File: src/rtl/uart_tx_frame.sv
// uart_tx_frame: UART transmitter.
// Frame on the line: one start bit (0), DATA_BITS data bits LSB first,
// then two stop bits (1).
// Optional build macro UART_TX_PARITY_EN: the top data bit carries the even
// parity of the lower DATA_BITS-1 bits. The parity is computed when the word
// is accepted.
module uart_tx_frame #(
  parameter int CLKS_PER_BIT = 500,
  parameter int DATA_BITS    = 9
) (
  input  logic                 i_Clock,
  input  logic                 i_Reset_n,
  input  logic                 i_TX_DV,
  input  logic [DATA_BITS-1:0] i_TX_Data,
  output logic                 o_TX_Serial,
  output logic                 o_TX_Active,
  output logic                 o_TX_Done,
  output logic [2:0]           o_SM_Main,
  output logic [3:0]           o_Bit_Index
);

  // A one-cycle bit time still needs a 1-bit counter.
  localparam int CNT_W = (CLKS_PER_BIT > 1) ? $clog2(CLKS_PER_BIT) : 1;
  localparam logic [CNT_W-1:0] CNT_LAST = CNT_W'(CLKS_PER_BIT - 1);
  localparam logic [CNT_W-1:0] CNT_ZERO = CNT_W'(0);
  localparam logic [CNT_W-1:0] CNT_ONE  = CNT_W'(1);
  localparam logic [3:0]       IDX_LAST = 4'(DATA_BITS - 1);

  localparam logic [2:0] S_IDLE     = 3'b010;
  localparam logic [2:0] S_START    = 3'b001;
  localparam logic [2:0] S_DATA     = 3'b111;
  localparam logic [2:0] S_STOP1    = 3'b100;
  localparam logic [2:0] S_STOP2    = 3'b101;
  localparam logic [2:0] S_CLEANUP  = 3'b110;

`ifdef UART_TX_PARITY_EN
  // Even parity over the payload bits below the top bit.
  function automatic logic even_parity(input logic [DATA_BITS-2:0] w);
    return ^w;
  endfunction

  // The top bit of the latched word is replaced by the parity.
  function automatic logic [DATA_BITS-1:0] load_word(input logic [DATA_BITS-1:0] w);
    return {even_parity(w[DATA_BITS-2:0]), w[DATA_BITS-2:0]};
  endfunction
`else
  // The word is sent exactly as it was presented.
  function automatic logic [DATA_BITS-1:0] load_word(input logic [DATA_BITS-1:0] w);
    return w;
  endfunction
`endif

  logic [2:0]           state_q,  state_d;
  logic [CNT_W-1:0]     cnt_q,    cnt_d;
  logic [3:0]           idx_q,    idx_d;
  logic [DATA_BITS-1:0] shift_q,  shift_d;
  logic                 serial_q, serial_d;
  logic                 active_q, active_d;
  logic                 done_q,   done_d;
  logic                 bit_end_s;

  assign bit_end_s = (cnt_q == CNT_LAST);

  // Next-state logic: bit timing, data bit sequencing and word capture.
  always_comb begin
    state_d = state_q;
    cnt_d   = cnt_q;
    idx_d   = idx_q;
    shift_d = shift_q;
    done_d  = 1'b0;
    case (state_q)
      S_IDLE: begin
        cnt_d = CNT_ZERO;
        idx_d = 4'd0;
        if (i_TX_DV) begin
          shift_d = load_word(i_TX_Data);
          state_d = S_START;
        end else begin
          state_d = S_IDLE;
        end
      end
      S_START: begin
        if (bit_end_s) begin
          cnt_d   = CNT_ZERO;
          state_d = S_DATA;
        end else begin
          cnt_d = cnt_q + CNT_ONE;
        end
      end
      S_DATA: begin
        if (bit_end_s) begin
          cnt_d = CNT_ZERO;
          if (idx_q < IDX_LAST) begin
            idx_d = idx_q + 4'd1;
          end else begin
            idx_d   = 4'd0;
            state_d = S_STOP1;
          end
        end else begin
          cnt_d = cnt_q + CNT_ONE;
        end
      end
      S_STOP1: begin
        if (bit_end_s) begin
          cnt_d   = CNT_ZERO;
          state_d = S_STOP2;
        end else begin
          cnt_d = cnt_q + CNT_ONE;
        end
      end
      S_STOP2: begin
        if (bit_end_s) begin
          cnt_d   = CNT_ZERO;
          done_d  = 1'b1;
          state_d = S_CLEANUP;
        end else begin
          cnt_d = cnt_q + CNT_ONE;
        end
      end
      S_CLEANUP: begin
        cnt_d   = CNT_ZERO;
        state_d = S_IDLE;
      end
      default: begin
        cnt_d   = CNT_ZERO;
        idx_d   = 4'd0;
        state_d = S_IDLE;
      end
    endcase
  end

  // Line and busy values follow the state being entered, so that the
  // registered outputs line up with it.
  always_comb begin
    serial_d = 1'b1;
    active_d = 1'b0;
    case (state_d)
      S_START: begin
        serial_d = 1'b0;
        active_d = 1'b1;
      end
      S_DATA: begin
        serial_d = shift_d[idx_d];
        active_d = 1'b1;
      end
      S_STOP1, S_STOP2: begin
        serial_d = 1'b1;
        active_d = 1'b1;
      end
      default: begin
        serial_d = 1'b1;
        active_d = 1'b0;
      end
    endcase
  end

  // State and output registers. Reset drives the line high at once.
  always_ff @(posedge i_Clock or negedge i_Reset_n) begin
    if (!i_Reset_n) begin
      state_q  <= S_IDLE;
      cnt_q    <= CNT_ZERO;
      idx_q    <= 4'd0;
      shift_q  <= '0;
      serial_q <= 1'b1;
      active_q <= 1'b0;
      done_q   <= 1'b0;
    end else begin
      state_q  <= state_d;
      cnt_q    <= cnt_d;
      idx_q    <= idx_d;
      shift_q  <= shift_d;
      serial_q <= serial_d;
      active_q <= active_d;
      done_q   <= done_d;
    end
  end

  assign o_TX_Serial = serial_q;
  assign o_TX_Active = active_q;
  assign o_TX_Done   = done_q;
  assign o_SM_Main   = state_q;
  assign o_Bit_Index = idx_q;

endmodule

File: config.mk
export PLATFORM = sky130hd
export DESIGN_NAME = uart_tx_frame
export DESIGN_NICKNAME = d
export VERILOG_FILES = /design/src/rtl/uart_tx_frame.sv
export SDC_FILE = /design/constraint.sdc
export NUM_CORES = 1
export LEC_CHECK = 0
export BUFFER_PORTS_ARGS = -buffer_cell sky130_fd_sc_hd__buf_2
export CAP_MARGIN = 0
export CORE_ASPECT_RATIO = 0.75
export CORE_MARGIN = 5
export CORE_UTILIZATION = 40
export CTS_CLUSTER_DIAMETER = 40
export DETAILED_ROUTE_END_ITERATION = 12
export PLACE_DENSITY = 0.63
export SLEW_MARGIN = 25
export SYNTH_ARGS = -nofsm -noshare
export SYNTH_HDL_FRONTEND = slang
export SYNTH_SLANG_ARGS = --single-unit
File: constraint.sdc
create_clock -name i_Clock -period 2.5 [get_ports i_Clock]
set_clock_uncertainty 0.05 [all_clocks]
set_input_delay 0.25 -clock i_Clock [delete_from_list [all_inputs] [get_ports i_Clock]]
set_output_delay 0.25 -clock i_Clock [all_outputs]
set_load 0.02 [all_outputs]
==> metrics.md, run 1 <==
| Metric | Value |
|---|---|
| Status | finished, final reports clean |
| Top cell type's share of synthesized area | 0.433 |
| Post-synthesis sequential area ratio | 0.468 |
| CP bufs+invs | 0 |
| DR WL/cell | 13.9 um |
| Number of nets still failing antenna checks after routing | 0 |
| Crit Reg-Reg Endpoint | o_TX_Serial$_DFF_PN1_ |
| Cells on worst reg2reg path | 6 |
| Share of cells above drive strength 1 | 0.329 |
| CTS tree | done |
| Endpoints failing setup | 0 |
| Area contributors post-synth | dfrtp_1, mux2_2, dfstp_2 |
| Maxcap violations | 0 |
| Grt ovf | 0 |
| Power Density | 798 nW/um^2 |
| List of most frequent post-synthesis cells | dfrtp_1, nor2_1, mux2_2, nand2_1, o21ai_0 |
| Delay-heaviest family, CP | simple AND/OR/NAND/NOR gates |
| Setup Total Neg Slack | 0 ns |
| Buffers on Ports | 21 |
| # diodes | 0 |
| CP startpoint kind | register |
| Slew HR | 0.595 |
| Synth area leader | dfrtp_1 |
| Largest stage delay, worst path | 0.63 ns |
| Final slew viol count | 0 |
| Layout net count | around 180 |
| Drt first pass iters | 4 |
| Syn_nets | 153 |
| First-pass GRT wire length | 5430 um |
| Initial antenna violation count | 0 |
| Cell Rows | 19 |
| Synth Warn # | 0 |
| Core Region | around 3600 um^2 |
| Via count | 1141 |
| Avg Cell Area, Syn | 10.8 um^2 |
| CTS Root Cell | clkbuf_8 |
| Reg area | 703 um^2 |
| Syn Inst Count | 139 |
| Synth unique cells | 44 |
| Setup WS post-layout | 0.140 ns |
| Fillcell total | ~370 |
| Vias per cell | 5.21 |
| CP cell instances | or2b_2 -> nor4_4 -> nor3_1 -> or3_1 -> a2111oi_2 -> a211o_1 |
| Total global routing track utilization | 0.134 |
| # IOs | 22 |
| Post-route DRC | 0 |
| Critical path class | register to register |
| Num CTS Buffers | 3 |
| Final Hold Fails | 0 |
| Initial DRC count | 70 |
| Starting Density | 0.413 |
| Worst setup EP type | register |
| H-Tree Depth | 1 |
| CTS clk-pin slew, worst paths | 0.09 ns |
| Synthesized cell area | 1500 um^2 |
| CP max-delay cell | dfstp_2 |
| Critical path peak fanout | 12 |
| Hpwl dp | 2290 um |
| Seq cells post-synth | 28 |
| Post_cts resized | 0 |
| Clock Path Buffers | 2 |
| Hold Path Origin | i_TX_Data[3] |
| Maximum VDD drop | 0.417 mV |
| Die area | 5100 um^2 |
| Worst skew pair latency | 0.27 ns |
| Multi-input combinational cell area | 751 um^2 |
| Req. time, crit path | 2.67 ns |
| Asr flop ratio synth | 1.00 |
| Unrepaired setup endpoints after global routing | false |
| Die X | 80.8 um |
| F_max | between 400 and 500 MHz |
| Hold crit path type | primary input to register |
| WHS Endpoint | shift_q[3]$_DFF_PN0_ |
| Vert. Die Dim | 63.1 um |
| Final Util | 0.480 |
| Vias in the first global route | 1119 |
| Final period util | 0.944 |
| Worst Tran Pin Value | roughly 0.6 ns |
| Setup bufs post-CTS | 0 |
| Number of flops mapped to enable cells by yosys | 0 |
| R2R setup slack | 0.14 ns |
| Largest net degree at the start of global routing | 29 |
| Clock sink total | 28 |
| Worst R2R Start | o_SM_Main[1]$_DFF_PN1_ |
| Final Wtd Congestion | 0.835 |
| Cell depth of the worst min-delay path | 2 |
| Tmin final | 2.36 ns |
| Synth Flop Type | dfrtp_1 |
| Most frequent cell after synthesis | dfrtp_1 |
| Final WL | 3040 um |
| Area delta synth->final | 16.1% |
| Crit path DAT | 2.53 ns |
| Leak pwr | between 0.0008 and 0.0009 uW |
| Placement Setup Slack | 0.137 ns |
## registers in the layout, summed over array words and instances, names as in the netlist
register / flops
o_SM_Main: 3
cnt_q: 9
o_TX_Serial: 1
o_Bit_Index: 4
o_TX_Active: 1
shift_q: 9
o_TX_Done: 1
## report_power, final
group | internal (uW) | total (uW) | leakage (uW) | switching, uW
registers | 571 | 614 | 0.000361 | 43.7
clock network | 141 | 275 | 0.0000288 | 135
logic | 232 | 503 | 0.000422 | 271
total | 943 | 1390 | 0.000811 | 449
## area by class of cell
cell class | instances | share of cell area
multi-input combinational | 104 | 0.430
timing repair buffer | 28 | 0.0918
tap | 52 | 0.0373
inverter | 3 | 0.00645
sequential | 28 | 0.403
clock buffer | 4 | 0.0315
## metal layers
metal / GRT usage / share of wire / vias to the layer above
met1: 0.208 / 0.53 / 547
met5: 0 / 0 / -
met2: 0.188 / 0.41 / 29
li1: - / - / 563
met3: 0.0299 / 0.051 / 2
met4: 0.0316 / 0.0089 / 0
## cells by family (layout without fill, tap and decap cells)
group	after synthesis	after routing	synth area share
adder cells (fa/ha/maj)	2	2	0.0166
XOR/XNOR	6	6	0.0349
multiplexers	14	14	0.101
AND/OR/NAND/NOR	55	55	0.225
buffers and inverters	7	35	0.0333
AO/OA/AOI/OAI	27	27	0.122
flip-flops	28	28	0.468
## worst register-to-register path, stage by stage (launching register included)
cell and delay [ns]:
dfstp_2 0.63, or2b_2 0.36, nor4_4 0.33, nor3_1 0.07, or3_1 0.36, a2111oi_2 0.36
a211o_1 0.15
## worst max-delay path by stage
| stage | slack (ns) | end | startpoint | depth (start not counted) |
|---|---|---|---|---|
| global placement | 0.19 | o_TX_Serial$_DFF_PN1_ | cnt_q[0]$_DFF_PN0_ | 8 |
| finish | 0.14 | o_TX_Serial$_DFF_PN1_ | o_SM_Main[1]$_DFF_PN1_ | 6 |
| CTS | 0.11 | o_TX_Serial$_DFF_PN1_ | cnt_q[0]$_DFF_PN0_ | 8 |
| floorplan | 0.22 | o_TX_Serial$_DFF_PN1_ | o_SM_Main[1]$_DFF_PN1_ | 6 |
| global route | 0.01 | o_TX_Serial$_DFF_PN1_ | o_Bit_Index[1]$_DFF_PN0_ | 7 |
| detailed placement | 0.14 | o_TX_Serial$_DFF_PN1_ | cnt_q[0]$_DFF_PN0_ | 8 |
## repair_timing
action                     4_1_cts  5_1_grt
hold endpoints to repair        26        0
hold buffers                     1        0
setup endpoints to repair        0        1
## cells in the final DEF, fill, tap and decap left out, types with 4 or more instances in the layout
| cell | netlist | routed |
|---|---|---|
| nand3_1 | 4 | 4 |
| dfrtp_1 | 26 | 26 |
| nor2_1 | 12 | 12 |
| nor3_1 | 5 | 5 |
| o21ai_0 | 8 | 8 |
| nand2_1 | 9 | 9 |
| mux2i_1 | 5 | 5 |
| mux2_2 | 9 | 9 |
| buf_4 | 0 | 6 |
| clkbuf_8 | 2 | 4 |
| xnor2_1 | 4 | 4 |
| buf_2 | 0 | 21 |
| a21oi_1 | 7 | 7 |
## through the flow
step	total power, uW	instances	cell area (um^2)	hold WS [ns]
floorplan	1010	139	1500	-0.0956
global placement	1120	214	1680	0.247
detailed placement	1130	214	1680	0.261
CTS	1410	219	1750	0.167
global route	1490	219	1750	0.172
finish	1390	219	1750	0.170
(Power assumes the default switching activity.)
==> run 2, diff against run 1 <==
Settings changed: CORE_UTILIZATION 40 to 39, PLACE_DENSITY 0.63 to 0.62.
==> run 2 against run 1 <==
  * Setup slack worse by 0.0018 ns
  * Critical path depth stayed put
  * Via count is 1.8% higher
  * Register-to-register slack hardly changed
  * Global-route usage is 0.13 points lower
  * Maximum frequency hardly changed
  * First-iteration DRC count is 47% lower
  * Die area is 2.2% higher
  * Largest power group unchanged
==> metrics.md, run 2 (same netlist as run 1, synthesis figures left out) <==
| Metric | Value |
|---|---|
| H-Tree Depth | 1 |
| Die X | 81.7 um |
| Req. time, crit path | 2.67 ns |
| Initial antenna violation count | 0 |
| Unrepaired setup endpoints after global routing | false |
| Leak pwr | 0.000804 uW |
| Grt ovf | 0 |
| Drt first pass iters | 6 |
| Vias per cell | 5.33 |
| Die area | 5210 um^2 |
| CTS tree | done |
| Final Hold Fails | 0 |
| Area delta synth->final | 15.6% |
| Hold crit path type | primary input to register |
| Most frequent cells in the layout | dfrtp_1, buf_2, nor2_1 |
| Crit path DAT | 2.53 ns |
| CP startpoint kind | register |
| Buffers on Ports | 21 |
| Total global routing track utilization | 0.133 |
| Num CTS Buffers | 3 |
| F_max | 423 MHz |
| First-pass GRT wire length | 5450 um |
| Core Region | 3680 um^2 |
| Maximum VDD drop | 0.390 mV |
| Post-route DRC | 0 |
| Endpoints failing setup | 0 |
| Starting Density | 0.408 |
| Setup bufs post-CTS | 0 |
| Crit path launch | o_SM_Main[1]$_DFF_PN1_ |
| Cell count after placement | 213 |
| Hpwl dp | 2410 um |
| Critical path peak fanout | 12 |
| Worst R2R Start | o_SM_Main[1]$_DFF_PN1_ |
| Share of cells above drive strength 1 | 0.331 |
| # IOs | 22 |
| Initial DRC count | 37 |
| Final period util | 0.945 |
| Power Density | 808 nW/um^2 |
| Fin cells | 218 |
| Setup Total Neg Slack | 0 ns |
| Layout net count | 181 |
| Clock Path Buffers | 2 |
| Largest net degree at the start of global routing | 29 |
| Via count | 1162 |
| CTS clk-pin slew, worst paths | approximately 0.09 ns |
| Critical path class | register to register |
| Hold Path Origin | i_TX_Data[8] |
| Maxcap violations | 0 |
| Status | finished, final reports clean |
| Worst setup EP type | register |
| Final Wtd Congestion | 0.800 |
| Final slew viol count | 0 |
| DR WL/cell | 14.6 um |
| Dpl cell area | ~1700 um^2 |
| Most common cell after layout, fill and taps aside | dfrtp_1 |
| Number of nets still failing antenna checks after routing | 0 |
| Slew HR | 0.582 |
| Post-route cell area | 1740 um^2 |
| Clock sink total | 28 |
| Worst skew pair latency | 0.27 ns |
| Worst Hold Slack | 0.174 ns |
| Final WL | about 3200 um |
| Vias in the first global route | about 1100 |
| Cell Rows | 19 |
| # diodes | 0 |
| Worst Tran Pin Value | 0.626 ns |
| Tmin final | 2.36 ns |
| Vert. Die Dim | 63.8 um |
| CTS Root Cell | clkbuf_8 |
| Final Util | 0.472 |
[run 2: cell count changes in the layout (fill, tap and decap cells not counted), sizes merged]
cell  change
buf       -1
[run 2: path summary, 6_finish.rpt]
check | endpoint | slack, ns | depth (start not counted)
max | o_TX_Serial$_DFF_PN1_ | 0.14 | 6
min | shift_q[8]$_DFF_PN0_ | 0.17 | 2
max reg2reg | o_TX_Serial$_DFF_PN1_ | 0.14 | 6
min reg2reg | cnt_q[0]$_DFF_PN0_ | 0.41 | 1
max in group asynchronous | o_Bit_Index[0]$_DFF_PN0_ | 1.49 | 2
min in group asynchronous | o_SM_Main[0]$_DFF_PN0_ | 0.47 | 2
[run 2: repair_timing]
item                       in CTS  in global routing
hold buffers                    1                  0
hold endpoints to repair       26                  0
setup endpoints to repair       0                  1
gates resized for setup         0                  1
[run 2: through the flow]
stage                     setup WS (ns)  total power (uW)
after global placement            0.194              1120
after floorplan                   0.216              1010
after detailed placement          0.144              1140
after global routing             0.0178              1500
after CTS                         0.119              1410
final                             0.138              1400
[run 2: where the power goes]
| group | internal, uW | switching [uW] | leakage (uW) |
|---|---|---|---|
| Combinational | 233 | 280 | 0.000416 |
| Clock | 141 | 135 | 0.0000288 |
| Sequential | 571 | 45.4 | 0.000359 |
| Total | 945 | 460 | 0.000804 |
[run 2: per-layer routing]
metal / up-vias / GRT usage / share of wire
li1: 562 / - / -
met1: 575 / 0.209 / 0.53
met2: 23 / 0.184 / 0.43
met3: 2 / 0.0393 / 0.041
met4: 0 / 0.0187 / 0.0057
met5: - / 0 / 0
[run 2: layout make-up]
cell class | count | area (um^2)
fillers | 335 | 1950
well taps | 52 | 65.1
multi-input cells | 104 | 751
inverters | 3 | 11.3
flip-flops and latches | 28 | 704
clock buffers | 4 | 55.1
repair buffers | 27 | 153
[run 2: critical path, stage by stage, from the launching register on]
cell and delay, ns:
dfstp_2 0.62, or2b_2 0.36, nor4_4 0.33, nor3_1 0.07, or3_1 0.36, a2111oi_2 0.37, a211o_1 0.15
